===== src/rtl/srp_out_buff_ctrl.sv =====
// -----------------------------------------------------------------------------
// srp_out_buff_ctrl
//
// Sequencer for the Shapiro-Rudin-Park output buffer BRAM (registered 1-cycle
// read, write-first, read data held while en=0). Captures one frame of DEPTH
// bytes from the time synchronizer, then streams it to the demodulator over a
// valid/ready interface at up to one byte per clock. This block is the only
// master of the BRAM en/we/addr/di port.
//
// Ports:
//   clk, rst_n            single clock, synchronous active-low reset
//   start                 one-cycle pulse, arms a fill (IDLE only)
//   abort                 forces IDLE from any state
//   in_valid/in_data/in_ready     write-side handshake (ready only in FILL)
//   out_valid/out_data/out_ready  read-side handshake (valid only in DRAIN)
//   busy                  high in FILL or DRAIN
//   frame_done            one-cycle pulse after the last byte is accepted
//   bram_en/we/addr/di    BRAM port drive, bram_dout BRAM read data
//   drop_cnt              bytes offered outside FILL (optional)
//
// Optional feature macro: SRP_BUFF_DROP_CNT_EN adds the saturating drop_cnt
// port and counter; without it, in_valid outside FILL is silently ignored.
// -----------------------------------------------------------------------------
module srp_out_buff_ctrl #(
   parameter int DEPTH = 768,
   parameter int AW    = 10,
   parameter int DW    = 8
) (
   input  logic          clk,
   input  logic          rst_n,
   input  logic          start,
   input  logic          abort,
   input  logic          in_valid,
   input  logic [DW-1:0] in_data,
   output logic          in_ready,
   output logic          out_valid,
   output logic [DW-1:0] out_data,
   input  logic          out_ready,
   output logic          busy,
   output logic          frame_done,
   output logic          bram_en,
   output logic          bram_we,
   output logic [AW-1:0] bram_addr,
   output logic [DW-1:0] bram_di,
   input  logic [DW-1:0] bram_dout
`ifdef SRP_BUFF_DROP_CNT_EN
   ,
   output logic [15:0]   drop_cnt
`endif
);

   typedef enum logic [1:0] {
      ST_IDLE  = 2'd0,
      ST_FILL  = 2'd1,
      ST_DRAIN = 2'd2,
      ST_DONE  = 2'd3
   } state_t;

   // Pointers are one bit wider than the address so rd_ptr can reach DEPTH
   // even when DEPTH == 2^AW.
   localparam logic [AW:0] PTR_ZERO  = {(AW+1){1'b0}};
   localparam logic [AW:0] PTR_ONE   = {{AW{1'b0}}, 1'b1};
   localparam logic [AW:0] PTR_LAST  = (AW+1)'(DEPTH - 1);
   localparam logic [AW:0] PTR_DEPTH = (AW+1)'(DEPTH);

   state_t      state_r;
   logic [AW:0] wr_ptr_r;
   logic [AW:0] rd_ptr_r;
   logic        out_valid_r;

   logic        wr_issue_s;
   logic        rd_issue_s;
   logic        last_acc_s;

   assign wr_issue_s = (state_r == ST_FILL) && in_valid;
   // A new read may go out only when the output slot is empty or being freed;
   // this makes out_ready reach bram_en combinationally.
   assign rd_issue_s = (state_r == ST_DRAIN) && (rd_ptr_r < PTR_DEPTH) &&
                       (!out_valid_r || out_ready);
   // At most one byte is ever outstanding, so once every read has been issued
   // the byte on the output is address DEPTH-1.
   assign last_acc_s = (state_r == ST_DRAIN) && out_valid_r && out_ready &&
                       (rd_ptr_r == PTR_DEPTH);

   assign in_ready   = (state_r == ST_FILL);
   assign busy       = (state_r == ST_FILL) || (state_r == ST_DRAIN);
   assign frame_done = (state_r == ST_DONE);
   assign out_valid  = out_valid_r;
   assign out_data   = bram_dout;

   // BRAM port drive: write in FILL, read in DRAIN, quiet and zeroed otherwise.
   always_comb begin
      bram_en   = 1'b0;
      bram_we   = 1'b0;
      bram_addr = {AW{1'b0}};
      bram_di   = {DW{1'b0}};
      if (wr_issue_s) begin
         bram_en   = 1'b1;
         bram_we   = 1'b1;
         bram_addr = wr_ptr_r[AW-1:0];
         bram_di   = in_data;
      end else if (rd_issue_s) begin
         bram_en   = 1'b1;
         bram_we   = 1'b0;
         bram_addr = rd_ptr_r[AW-1:0];
         bram_di   = {DW{1'b0}};
      end else begin
         bram_en   = 1'b0;
         bram_we   = 1'b0;
         bram_addr = {AW{1'b0}};
         bram_di   = {DW{1'b0}};
      end
   end

   // Frame sequencer: state, write/read pointers and the output-valid flag.
   always_ff @(posedge clk) begin
      if (!rst_n) begin
         state_r     <= ST_IDLE;
         wr_ptr_r    <= PTR_ZERO;
         rd_ptr_r    <= PTR_ZERO;
         out_valid_r <= 1'b0;
      end else if (abort) begin
         state_r     <= ST_IDLE;
         wr_ptr_r    <= PTR_ZERO;
         rd_ptr_r    <= PTR_ZERO;
         out_valid_r <= 1'b0;
      end else begin
         case (state_r)
            ST_IDLE: begin
               out_valid_r <= 1'b0;
               if (start) begin
                  state_r  <= ST_FILL;
                  wr_ptr_r <= PTR_ZERO;
               end
            end
            ST_FILL: begin
               out_valid_r <= 1'b0;
               if (wr_issue_s) begin
                  wr_ptr_r <= wr_ptr_r + PTR_ONE;
                  if (wr_ptr_r == PTR_LAST) begin
                     state_r  <= ST_DRAIN;
                     rd_ptr_r <= PTR_ZERO;
                  end
               end
            end
            ST_DRAIN: begin
               out_valid_r <= rd_issue_s || (out_valid_r && !out_ready);
               if (rd_issue_s) begin
                  rd_ptr_r <= rd_ptr_r + PTR_ONE;
               end
               if (last_acc_s) begin
                  state_r <= ST_DONE;
               end
            end
            ST_DONE: begin
               state_r     <= ST_IDLE;
               wr_ptr_r    <= PTR_ZERO;
               rd_ptr_r    <= PTR_ZERO;
               out_valid_r <= 1'b0;
            end
            default: begin
               state_r     <= ST_IDLE;
               wr_ptr_r    <= PTR_ZERO;
               rd_ptr_r    <= PTR_ZERO;
               out_valid_r <= 1'b0;
            end
         endcase
      end
   end

`ifdef SRP_BUFF_DROP_CNT_EN
   logic [15:0] drop_cnt_r;

   // Saturating count of bytes offered while the buffer cannot take them.
   always_ff @(posedge clk) begin
      if (!rst_n) begin
         drop_cnt_r <= 16'h0000;
      end else if (in_valid && (state_r != ST_FILL) && (drop_cnt_r != 16'hFFFF)) begin
         drop_cnt_r <= drop_cnt_r + 16'h0001;
      end
   end

   assign drop_cnt = drop_cnt_r;
`endif

endmodule

===== config.mk =====
export PLATFORM = sky130hd
export DESIGN_NAME = srp_out_buff_ctrl
export DESIGN_NICKNAME = d
export VERILOG_FILES = /design/src/rtl/srp_out_buff_ctrl.sv
export SDC_FILE = /design/constraint.sdc
export NUM_CORES = 1
export LEC_CHECK = 0
export CORE_MARGIN = 8
export CORE_UTILIZATION = 40
export CTS_CLUSTER_DIAMETER = 30
export DETAILED_ROUTE_END_ITERATION = 10
export PLACE_DENSITY = 0.83
export SLEW_MARGIN = 25
export SYNTH_ARGS = -nofsm -noshare
export SYNTH_HDL_FRONTEND = slang
export SYNTH_SLANG_ARGS = --single-unit

===== constraint.sdc =====
create_clock -name clk -period 3.65 [get_ports clk]
set_input_delay 0.73 -clock clk [delete_from_list [all_inputs] [get_ports clk]]
set_output_delay 0.73 -clock clk [all_outputs]
set_load 0.02 [all_outputs]

==> out/summary.txt <==
ant diodes: 0
post-CTS sizing: 0
buffers added on ports: 37
CTS clk-pin slew, worst paths: 90 ps
final-stage net count: 276
critical path launch point type: primary input
max-cap check violation count: 0
count of hold-fix buffers inserted at cts: 0
R2R cell count: 6
Root Driver: clkbuf_8
clock latency on the worst-skew pair: 280 ps
max-slew violations: 0
Hold Violations, Final: 0
Mapped Cells: 220
DRT met1 WL: 1.82 mm
dpl hpwl: 3.29 mm
CP Data Required Time: 2920 ps
critical-path cell list: clkdlybuf4s50_1 > or2b_2 > nand4b_1 > buf_4 > o21ai_0 > clkdlybuf4s50_1
Final Skew: 4.48 ps
RSZ-0062 raised after global routing: false
Die Span Y: 81.1 microns
Congestion Overflow GR: 0
worst-margin pin slew: 536 ps
max_slew headroom: 64.2%
synth warn: 0
Fmax: 312 MHz
Avg Inst Size Synth: 7.71 sq um
crit share post-route: 87.9%
Detailed Routing Iterations Pass 1: 5
Synth Register Bits: 25
worst hold slack: 508 ps
Yosys cell types: 41
H-Tree Depth: 1
gp weighted congestion: 0.877
CTS Sinks: 25
Setup crit end: bram_addr[5]
wire length on met3: 282 microns
Initial Utilization: 42.1%
Crit. Startpoint: out_ready
met2 WL: 2.13 mm
flop-to-flop setup slack: 1420 ps
area of the multi-input gates: 1020 sq um
DRC Markers: 0
Post-synth EDFFs: 0
pre-CTS WS: 408 ps
worst ir drop on vdd: 0.000208 V
WS Path Type: primary input to output port
post-layout minimum cycle time: 3210 ps
Async SR Flop Fraction: 0%
die width: 81.1 microns
Post-CTS Setup Bufs: 0
Critical Path AT: 2480 ps
Crit Path Max Fanout: 12
gr usage total: 13.1%
largest net degree at the start of global routing: 20
share of cells above drive strength 1: 6.53%
Fillers: 396
worst r2r src: wr_ptr_r[0]
Clock Tree Buf Depth: 2
Post-Syn Area: 1700 sq um
final setup margin: 441 ps
P per Cell Area: 261 nW/um^2
Iter 0 DRT Violations: 143
vias in the first global route: 1423
DR vias: 1618
Leak: 0.000716 uW
Worst Setup End Kind: output port
Area growth syn-to-layout: 21.6%
TritonCTS clock tree: yes
Top FF cell, synth: dfxtp_1
row count: 23
initial antenna violation count: 0
wire length per cell: 14.5 microns
worst reg2reg endpoint: rd_ptr_r[8]
Final TNS setup: 0 ps
Die ar.: 6580 sq um
wirelength, routed: 4.28 mm
worst min path class: flop to flop
ANT nets after route: 0
most used cell, CP: clkdlybuf4s50_1
Inserted Clock Buffers: 3
io pins: 54
uppermost layer routed: met4
Core Footprint: 4030 sq um
global-route wire length before repair: 6.93 mm
run status: complete, no violations
CP max-delay cell: clkdlybuf4s50_1
Seq/Total Area, Yosys: 29.5%
vias per cell: 5.48
CP peak stage delay: 640 ps
Synth Net Count: 250
Setup-failing EPs final: 0
register area: 500 sq um
==> layout by cell type (no fill, tap or decap) <==
master / instances
clkdlybuf4s50_1: 37
nand2_1: 32
dfxtp_1: 25
nor2_1: 21
o21ai_0: 16
nand3_1: 12
and3_1: 12
inv_1: 11
xnor2_1: 8
ha_1: 8
or4_1: 6
a21oi_1: 5
nand2b_1: 5
nand4_1: 5
nor3_1: 5
o31ai_1: 3
clkbuf_8: 3
buf_4: 3
nand4bb_1: 2
xor2_1: 2
nor4_1: 2
nand3b_1: 2
o211ai_1: 2
o21ai_1: 2
or2b_2: 1
and4b_2: 1
nand4b_1: 1
o22ai_1: 1
nand4_4: 1
o41ai_4: 1
o21ai_2: 1
and2b_2: 1
nand2_2: 1
nand3_2: 1
mux2i_1: 1
o41ai_1: 1
or2_2: 1
a32o_1: 1
or3_1: 1
clkinvlp_4: 1
==> routing by layer <==
| layer | vias up | GRT usage, % |
|---|---|---|
| li1 | 809 | - |
| met1 | 742 | 15.8 |
| met2 | 57 | 22.5 |
| met3 | 10 | 3.86 |
| met4 | 0 | 2.68 |
| met5 | - | 0 |
==> flip-flops by register name, summed over array words and instances, names as in the netlist <==
signal     cells
rd_ptr_r      11
wr_ptr_r      11
state_r        2
out_valid      1
==> worst max-delay path, delay by kind of cell <==
family / cells / cell delay (ps)
AND/OR/NAND/NOR: 2 / 220
buffers and inverters: 3 / 1320
AO/OA/AOI/OAI: 1 / 200
==> where the power goes <==
part	switching [uW]	total [uW]	internal, uW
clock	94.3	172	77.6
sequential	2.41	277	275
combinational	50.3	89.8	39.5
total	147	539	392
==> stage by stage <==
step           cells  total power [uW]  util [%]  area, sq um
2_1_floorplan    220               352         -         1700
3_3_place_gp     291               371      50.0         2010
3_5_place_dp     291               373      50.0         2010
4_1_cts          295               543      51.2         2060
5_1_grt          295               564      51.2         2060
6_report         295               539      51.2         2060
==> kinds of logic (layout without fill, tap and decap cells) <==
| family | Yosys count | after routing | synth area share [%] |
|---|---|---|---|
| compound gates | 33 | 33 | 12.6 |
| xor+xnor | 10 | 10 | 5.17 |
| simple gates | 113 | 113 | 35.6 |
| flops | 25 | 25 | 29.5 |
| buf+inv | 30 | 55 | 10.6 |
| mux | 1 | 1 | 0.590 |
| fa+ha+maj | 8 | 8 | 5.90 |
==> synth_stat cells (6+ instances only) <==
| library cell | instances | share of area, % |
|---|---|---|
| clkbuf_1 | 6 | 1.3 |
| nand3_1 | 12 | 3.5 |
| nor2_1 | 21 | 4.6 |
| or4_1 | 6 | 2.7 |
| buf_4 | 8 | 3.5 |
| nand2_1 | 32 | 7.1 |
| xnor2_1 | 8 | 4.1 |
| inv_1 | 11 | 2.4 |
| dfxtp_1 | 25 | 30 |
| and3_1 | 12 | 4.4 |
| ha_1 | 8 | 5.9 |
| o21ai_0 | 16 | 4.7 |
==> how the worst min path moves through the flow <==
stage	from	endpoint	slack, ps	depth (start not counted)
after global placement	rd_ptr_r[9]	rd_ptr_r[9]	480	2
after global routing	rd_ptr_r[10]	rd_ptr_r[10]	550	1
final	rd_ptr_r[5]	rd_ptr_r[5]	510	2
after detailed placement	rd_ptr_r[5]	rd_ptr_r[5]	500	2
after CTS	rd_ptr_r[5]	rd_ptr_r[5]	510	2
after floorplan	rd_ptr_r[9]	rd_ptr_r[9]	460	2
==> layout make-up <==
| type | count | share of cell area [%] |
|---|---|---|
| inverter | 11 | 2.00 |
| sequential | 25 | 24.3 |
| tap | 50 | 3.03 |
| clock buffer | 3 | 2.00 |
| timing repair buffer | 40 | 19.1 |
| multi-input combinational | 165 | 49.3 |
| clock inverter | 1 | 0.364 |
Note: power is estimated with default switching activity, not from simulation.
